**src/rtl/mem_access_arbiter.sv**
```systemverilog
// mem_access_arbiter
//   Two-port round-robin arbiter in front of a single-port 64 x 32-bit
//   synchronous RAM. Each requester issues word or byte reads and writes.
//   The arbiter serialises the accesses and returns a one-cycle done pulse
//   to the requester that was served.
//
// Configuration macro:
//   MEM_BYTE_WRITE_EN  defined   : byte writes use read-modify-write
//                                  (RMW_ADDR -> RMW_DATA -> WR -> DONE).
//                      undefined : a byte write is rejected. It goes
//                                  IDLE -> DONE with err set, and the RAM
//                                  is not accessed.
//
// Ports:
//   clk_m            in   1   clock, rising edge
//   rst              in   1   synchronous active-high reset
//   req0/req1        in   1   request, held until done
//   we0/we1          in   1   1 = write, 0 = read
//   bm0/bm1          in   1   1 = byte access, 0 = word access
//   addr0/addr1      in   8   byte address ([7:2] word, [1:0] lane)
//   wdata0/wdata1    in   32  write data (byte writes use [7:0])
//   done             out  2   one-cycle completion pulse per requester
//   rd_data          out  32  last read result
//   err              out  1   rejected-request flag, pulses with done
//   ram_we           out  1   RAM write enable
//   ram_addr         out  6   RAM word address
//   ram_din          out  32  RAM write data
//   ram_dout         in   32  RAM read data, one cycle after ram_addr
module mem_access_arbiter (
  input  logic        clk_m,
  input  logic        rst,
  input  logic        req0,
  input  logic        req1,
  input  logic        we0,
  input  logic        we1,
  input  logic        bm0,
  input  logic        bm1,
  input  logic [7:0]  addr0,
  input  logic [7:0]  addr1,
  input  logic [31:0] wdata0,
  input  logic [31:0] wdata1,
  output logic [1:0]  done,
  output logic [31:0] rd_data,
  output logic        err,
  output logic        ram_we,
  output logic [5:0]  ram_addr,
  output logic [31:0] ram_din,
  input  logic [31:0] ram_dout
);

  typedef enum logic [2:0] {
    IDLE     = 3'd0,
    RD_ADDR  = 3'd1,
    RD_DATA  = 3'd2,
    WR       = 3'd3,
    DONE     = 3'd4
`ifdef MEM_BYTE_WRITE_EN
    ,
    RMW_ADDR = 3'd5,
    RMW_DATA = 3'd6
`endif
  } state_e;

  state_e      state_q;
  logic [1:0]  done_q;
  logic        err_q;
  logic [31:0] rd_data_q;
  logic        ram_we_q;
  logic [5:0]  ram_addr_q;
  logic [31:0] ram_din_q;
  logic        last_q;      // id of the most recent grant
  logic        id_q;        // id of the access in flight
  logic        bm_q;
  logic [1:0]  lane_q;
`ifdef MEM_BYTE_WRITE_EN
  logic [7:0]  wbyte_q;
`endif

  logic        gnt_d;
  logic        sel_we_d;
  logic        sel_bm_d;
  logic [7:0]  sel_addr_d;
  logic [31:0] sel_wdata_d;

  function automatic logic [1:0] id_onehot(input logic id);
    return id ? 2'b10 : 2'b01;
  endfunction

  function automatic logic [31:0] lane_extract(input logic [31:0] word,
                                               input logic [1:0]  lane);
    logic [7:0] b;
    case (lane)
      2'd0: b = word[7:0];
      2'd1: b = word[15:8];
      2'd2: b = word[23:16];
      2'd3: b = word[31:24];
    endcase
    return {24'h000000, b};
  endfunction

`ifdef MEM_BYTE_WRITE_EN
  function automatic logic [31:0] lane_merge(input logic [31:0] word,
                                             input logic [1:0]  lane,
                                             input logic [7:0]  b);
    logic [31:0] m;
    m = word;
    case (lane)
      2'd0: m[7:0]   = b;
      2'd1: m[15:8]  = b;
      2'd2: m[23:16] = b;
      2'd3: m[31:24] = b;
    endcase
    return m;
  endfunction
`endif

  // Round-robin: on a tie the port that was not served last wins.
  // last_q resets to 1, so port 0 wins the first tie.
  always_comb begin
    gnt_d = 1'b0;
    if (req0 && req1) begin
      gnt_d = ~last_q;
    end else if (req1) begin
      gnt_d = 1'b1;
    end
    sel_we_d    = gnt_d ? we1    : we0;
    sel_bm_d    = gnt_d ? bm1    : bm0;
    sel_addr_d  = gnt_d ? addr1  : addr0;
    sel_wdata_d = gnt_d ? wdata1 : wdata0;
  end

  always_ff @(posedge clk_m) begin
    if (rst) begin
      state_q    <= IDLE;
      done_q     <= 2'b00;
      err_q      <= 1'b0;
      rd_data_q  <= 32'h0;
      ram_we_q   <= 1'b0;
      ram_addr_q <= 6'h0;
      ram_din_q  <= 32'h0;
      last_q     <= 1'b1;
    end else begin
      case (state_q)
        IDLE: begin
          if (req0 || req1) begin
            id_q       <= gnt_d;
            last_q     <= gnt_d;
            bm_q       <= sel_bm_d;
            lane_q     <= sel_addr_d[1:0];
            ram_addr_q <= sel_addr_d[7:2];
            if (!sel_we_d) begin
              state_q <= RD_ADDR;
            end else if (!sel_bm_d) begin
              // Word write: the RAM is written in the very next cycle.
              ram_we_q  <= 1'b1;
              ram_din_q <= sel_wdata_d;
              state_q   <= WR;
            end else begin
`ifdef MEM_BYTE_WRITE_EN
              wbyte_q <= sel_wdata_d[7:0];
              state_q <= RMW_ADDR;
`else
              // Byte writes are not supported in this build: reject at once.
              done_q  <= id_onehot(gnt_d);
              err_q   <= 1'b1;
              state_q <= DONE;
`endif
            end
          end
        end
        RD_ADDR: begin
          state_q <= RD_DATA;
        end
        RD_DATA: begin
          rd_data_q <= bm_q ? lane_extract(ram_dout, lane_q) : ram_dout;
          done_q    <= id_onehot(id_q);
          state_q   <= DONE;
        end
`ifdef MEM_BYTE_WRITE_EN
        RMW_ADDR: begin
          state_q <= RMW_DATA;
        end
        RMW_DATA: begin
          ram_din_q <= lane_merge(ram_dout, lane_q, wbyte_q);
          ram_we_q  <= 1'b1;
          state_q   <= WR;
        end
`endif
        WR: begin
          ram_we_q <= 1'b0;
          done_q   <= id_onehot(id_q);
          state_q  <= DONE;
        end
        DONE: begin
          done_q  <= 2'b00;
          err_q   <= 1'b0;
          state_q <= IDLE;
        end
        default: begin
          state_q <= IDLE;
        end
      endcase
    end
  end

  assign done     = done_q;
  assign rd_data  = rd_data_q;
  assign err      = err_q;
  assign ram_we   = ram_we_q;
  assign ram_addr = ram_addr_q;
  assign ram_din  = ram_din_q;

endmodule

```
**config.mk**
```make
export PLATFORM = sky130hd
export DESIGN_NAME = mem_access_arbiter
export DESIGN_NICKNAME = d
export VERILOG_FILES = /design/src/rtl/mem_access_arbiter.sv
export SDC_FILE = /design/constraint.sdc
export NUM_CORES = 1
export LEC_CHECK = 0
export ABC_CLOCK_PERIOD_IN_PS = 2050
export CAP_MARGIN = 10
export CORE_UTILIZATION = 41
export DETAILED_ROUTE_END_ITERATION = 8
export PLACE_DENSITY = 0.78
export SLEW_MARGIN = 20
export SYNTH_ARGS = -nofsm -noshare
export SYNTH_HDL_FRONTEND = slang
export SYNTH_SLANG_ARGS = --single-unit
```
**constraint.sdc**
```tcl
create_clock -name clk_m -period 2.05 [get_ports clk_m]
set_input_delay 0.41 -clock clk_m [delete_from_list [all_inputs] [get_ports clk_m]]
set_output_delay 0.41 -clock clk_m [all_outputs]
set_load 0.03 [all_outputs]
```
==> results of run 1 <==
state kept, by name, indices dropped and copies added, names as in the netlist:
name      cells
ram_we        1
rd_data      32
ram_din      32
done          2
ram_addr      6
err           1
id_q          1
lane_q        2
bm_q          1
state_q       3
last_q        1
routing by layer:
layer,GRT usage,vias up
met5,0,-
met4,0.0735,0
met3,0.0632,10
met2,0.414,166
met1,0.268,1768
li1,-,1860
cell families (layout without fill, tap and decap cells):
family / after synthesis / count (layout) / synth area share
buf+inv: 46 / 240 / 0.0655
compound gates: 129 / 129 / 0.245
simple gates: 100 / 100 / 0.122
mux: 52 / 52 / 0.137
flops: 82 / 82 / 0.430
where the power goes:
part	internal [W]	total [W]	leakage [nW]	switching, W
registers	0.00174	0.00184	0.674	0.0000988
clock network	0.000604	0.00120	0.0997	0.000593
logic	0.000702	0.00146	1.39	0.000763
synth_stat cells (2+ instances only):
cell	number	area, µm²
o32ai_1	2	17.5
inv_1	4	15.0
edfxtp_1	4	120
nand3_1	25	125
and2_1	2	12.5
nand2_1	38	143
nor3_1	3	15.0
dfxtp_1	78	1560
a211oi_2	33	413
buf_1	3	11.3
clkbuf_1	17	63.8
o221ai_1	8	70.1
mux2i_1	47	470
nor3b_1	7	52.6
buf_2	13	65.1
nand2b_1	4	25.0
buf_6	9	101
mux2_2	4	45.0
a211oi_1	5	37.5
a21oi_1	76	380
nor2_1	15	56.3
layout make-up:
| cell class | count | share of cell area |
|---|---|---|
| multi-input cells | 281 | 0.319 |
| clock inverters | 5 | 0.0103 |
| well taps | 129 | 0.0260 |
| inverters | 4 | 0.00241 |
| repair buffers | 220 | 0.349 |
| flip-flops and latches | 82 | 0.270 |
| clock buffers | 11 | 0.0227 |
worst paths after layout:
path | from | endpoint | slack, ns
max | ram_din[1]$_SDFFE_PP0P_ | ram_din[1] | 0.24
min | rd_data[24]$_SDFFE_PP0N_ | rd_data[24]$_SDFFE_PP0N_ | 0.46
min reg2reg | rd_data[24]$_SDFFE_PP0N_ | rd_data[24]$_SDFFE_PP0N_ | 0.46
max reg2reg | state_q[2]$_SDFFE_PP0N_ | ram_we$_SDFFE_PP0P_ | 0.35
metrics by stage:
step	utilization	instances	TNS, ns
CTS	0.673	732	0
global placement	0.651	716	-0.695
global route	0.673	732	0
finish	0.673	732	0
detailed placement	0.651	716	-2.12
floorplan	-	409	0
cell usage in the layout, fill, tap and decap left out, drive strengths merged:
master,Yosys,final
a311oi,1,1
clkinv,0,3
a211oi,38,38
clkinvlp,0,1
dfxtp,78,78
nand3b,1,1
a21oi,76,76
inv,4,4
edfxtp,4,4
nand2,38,38
and2,2,2
nand2b,4,4
nor3b,7,7
o32ai,2,2
nor2,16,16
nand3,25,25
o31ai,1,1
nor4,1,1
buf,25,28
mux2i,48,48
clkbuf,17,11
clkdlybuf4s50,0,192
mux2,4,4
o221ai,8,8
o21a,1,1
bufinv,0,1
nor2b,1,1
or2,1,1
a22oi,1,1
a21boi,1,1
nor3,3,3
or3,1,1
==> flow_summary.ini, run 1 <==
[timing]
finalSetupViolCount = 0
final-hold-violation-count = 0
max_freq_mhz = 552
rsz0062_at_grt = no
maxSlewViolCount = 0
relSlewSlack = 0.566
fin_skew_ns = 0.00948
hold_slack_ns = 0.456
fin_crit_sh = 0.883
setup_slack_ns = 0.240
tightest_slew_ns = 0.651
fin_crit_ns = 1.81

[power_and_ir_drop]
p_per_area_nw_per_um2 = 724
power.leakage_nw = 2.16
p_total_w = 0.00450
irDropWorstVdd_v = 0.000391

[cts]
clockBufferDepth = 2
cts_resized = 0
cts_htree_levels = 3
clk_latency_ns = 0.34
cts_hold_buf = 0
cts_buffers = 9
cts-root-buf = clkbuf_8
clkTransAtPathRegs_ns = 0.08
clock_sinks = 82
post_cts_buffers = 0
cts_tree = built

[worst_setup_path]
start_kind = flop
cp.arrival_ns = 1.40
worstSetupEndpointType = output pin
critPathSlowestCell = clkdlybuf4s50_1
rr_worst_depth = 5
crit_family = buffers and inverters
path_buf_inv = 1
cp_cell_sequence = clkdlybuf4s50_1
crit_path_max_incr_delay_ns = 0.72
cp.required_ns = 1.64
path_class = reg -> out
cp.depth = 1
worstPathMaxFanout = 2

[floorplanning]
die_y_um = 99.7
dieArea_um2 = 9940
core_um2 = 9240
chipWidth_um = 99.7
num_rows = 35
ioPinCount = 194
start_util = 0.424

[synth]
synth_edf_count = 4
yosys_warnings = 0
postSynthAreaPerCell_um2 = 9.57
async_flop_share = 0
ys_ff_latch = 82
synthesis.nets = 529
yosysSeqAreaShare = 0.430
ys_types = 33
postSynthCellCount = 409
synth_flop_cell = dfxtp_1
synth_area_um2 = 3920

[route]
met1_length_um = 4770
routed_wl_um = 11700
viasPerCell = 5.20
dr_wl_met3_um = 1010
drtIter0Drc = 101
met2WireLength_um = 5850
ant_nets = 0
drc = 0
highest_layer = met4
num_vias = 3804
firstDrtPassIters = 4
wl_per_cell_um = 16.0

[global_route]
grt_use_total = 0.232
overflow = 0
grt_pass1_vias = 3773
grt_start_max_net_pins = 52
grt_pass1_wl_um = 18300
antenna_found_initial = 0

[placement]
post_dp_cell_area_um2 = 6010
gp_congestion = 0.841
port_buffers = 193
pre_cts_ws_ns = -0.0968
hpwl_um = 8590

[final_layout]
multi_input_area_um2 = 1990
syn_to_final_growth_pct = 58.8
nNetsFinal = 718
regArea_um2 = 1680
insertedDiodeCount = 0
final_cell_area_um2 = 6220
layout-drive-gt1-share = 0.141
n_fill_cell = 760

[job]
maxCapViolations = 0

[worst_hold_path]
min_delay_path_depth = 2
worstHoldPathType = reg -> reg

[run_status]
outcome = completed
No activity file was read; power rests on OpenSTA's default activity.
==> inputs of run 2 (changes only) <==
--- a/config.mk
+++ b/config.mk
@@ -9,6 +9,7 @@
 export CAP_MARGIN = 10
 export CORE_UTILIZATION = 41
 export DETAILED_ROUTE_END_ITERATION = 8
+export GPL_TIMING_DRIVEN = 0
 export PLACE_DENSITY = 0.78
 export SLEW_MARGIN = 20
 export SYNTH_ARGS = -nofsm -noshare
==> run 2 against run 1 <==
Net effect: critical path type is now in -> reg; hold slack lost 0.0030 ns; fmax shrank 8.0%; utilization shrank 0.28 points; global-route usage grew 1.3 points; routed wire length grew 2.2%; clock skew grew 0.0017 ns; clock power shrank 7%.
==> flow_summary.ini, run 2 (synthesis gave the netlist of run 1 again) <==
[timing]
fin_skew_ns = 0.0112
fin_crit_ns = 1.97
rsz0062_at_grt = no
finalSetupViolCount = 0
fin_crit_sh = 0.960
tightest_slew_ns = 0.746
max_freq_mhz = 508
relSlewSlack = 0.503
setup_slack_ns = 0.0826
maxSlewViolCount = 0
final-hold-violation-count = 0

[global_route]
use_met3 = 0.0661
grtUsageMet2 = 0.436
grt_pass1_vias = 4033
gr-usage-met1 = 0.278
grt_pass1_wl_um = 19300
overflow = 0
grt_use_total = 0.245
grt_start_max_net_pins = 16
antenna_found_initial = 0
busiest_layer = met2

[placement]
port_buffers = 192
gp_congestion = 0.866
pre_cts_ws_ns = -0.296
place_inst = 730
hpwl_um = 9370

[route]
num_vias = 3858
firstDrtPassIters = 4
drc = 0
wl_per_cell_um = 16.0
viasPerCell = 5.16
drtIter0Drc = 97
ant_nets = 0
routed_wl_um = 12000

[floorplanning]
num_rows = 35
die_y_um = 99.7
chipWidth_um = 99.7
start_util = 0.424
core_um2 = 9240
dieArea_um2 = 9940
ioPinCount = 194

[worst_setup_path]
rr_startpoint = state_q[1]$_SDFFE_PP0N_
worstSetupEndpointType = flop
cp.arrival_ns = 2.18
worstPathMaxFanout = 10
r2r-end = bm_q$_DFFE_PP_
start_kind = input pin
cp.required_ns = 2.26
rr_worst_depth = 4
path_class = in -> reg
reg2reg_setup_slack_ns = 0.24

[cts]
clk_latency_ns = 0.35
cts_buffers = 9
cts_tree = built
clock_sinks = 82
clkTransAtPathRegs_ns = 0.09
cts_htree_levels = 3
cts-root-buf = clkbuf_8
clockBufferDepth = 2

[worst_hold_path]
min_delay_path_depth = 2
worstHoldPathType = reg -> reg
holdPathEnd = rd_data[25]$_SDFFE_PP0N_
min_from = rd_data[25]$_SDFFE_PP0N_

[final_layout]
syn_to_final_growth_pct = 58.2
layout-drive-gt1-share = 0.129
mostFrequentLayoutCells = 192 x clkdlybuf4s50_1, 78 x dfxtp_1, 76 x a21oi_1
nNetsFinal = 733
insertedDiodeCount = 0
final_common_cell = clkdlybuf4s50_1
layout.cells.non_filler = 747

[power_and_ir_drop]
switching_share = 0.338
combPwrFrac = 0.339
p_total_w = 0.00443
power_switching_w = 0.00150
power.internal_w = 0.00293
clockPowerShare = 0.252
p_per_area_nw_per_um2 = 715
pwr-share-seq = 0.409
power.leakage_nw = 2.15
irDropWorstVdd_v = 0.000368

[run_status]
outcome = completed

[job]
maxCapViolations = 0
-- run 2: cell type report --
| class | count | area, µm² |
|---|---|---|
| Buffer | 42 | 244 |
| Clock buffer | 10 | 138 |
| Clock inverter | 6 | 46.3 |
| Fill cell | 751 | 3050 |
| Inverter | 4 | 15.0 |
| Multi-Input combinational cell | 281 | 1980 |
| Sequential cell | 82 | 1680 |
| Tap cell | 129 | 161 |
| Timing Repair Buffer | 193 | 1930 |
-- run 2: layer usage --
metal / routed length, µm / share of wire / up-vias
met5: 0 / 0 / -
met4: 258 / 0.022 / 0
met3: 907 / 0.076 / 20
met2: 5920 / 0.49 / 145
met1: 4900 / 0.41 / 1805
li1: - / - / 1888
-- run 2: worst max-delay path: stages --
cell             delay, ns
clkdlybuf4s50_1       0.50
a21boi_2              0.18
buf_6                 0.19
mux2i_4               0.33
and2_1                0.19
buf_6                 0.12
buf_6                 0.17
a211oi_2              0.09
-- run 2: power by group through the flow --
stage	Sequential (W)	Clock [W]	Combinational, W
finish	0.00181	0.00112	0.00150
global route	0.00183	0.00119	0.00160
CTS	0.00181	0.00114	0.00150
detailed placement	0.00185	0	0.00149
global placement	0.00184	0	0.00147
floorplan	0.00207	0	0.000641
-- run 2: worst max-delay path by stage --
stage          start                  endpoint  slack, ns  depth (start not counted)
2_1_floorplan   req1   ram_din[0]$_SDFFE_PP0P_       0.44                          7
4_1_cts         req1       ram_we$_SDFFE_PP0P_       0.07                          7
5_1_grt         req1   ram_din[8]$_SDFFE_PP0P_      0.004                          8
6_report        req1  ram_din[13]$_SDFFE_PP0P_       0.08                          8
3_3_place_gp    req1   ram_din[7]$_SDFFE_PP0P_      -0.26                          8
3_5_place_dp    req1       ram_we$_SDFFE_PP0P_      -0.30                          7
-- run 2: per-stage QoR --
stage	util	TNS [ns]	area, µm²	hold WS, ns
finish	0.670	0	6190	0.453
detailed placement	0.649	-9.98	6000	0.444
global placement	0.649	-9.07	6000	0.439
global route	0.670	0	6190	0.474
CTS	0.669	0	6180	0.457
floorplan	-	0	3920	0.457
-- run 2: repair_timing --
| action | CTS | global route |
|---|---|---|
| buffers inserted | 0 | 1 |
| endpoints found under the setup margin | 0 | 25 |
| hold buffers | 0 | 0 |
| gates resized for setup | 0 | 1 |
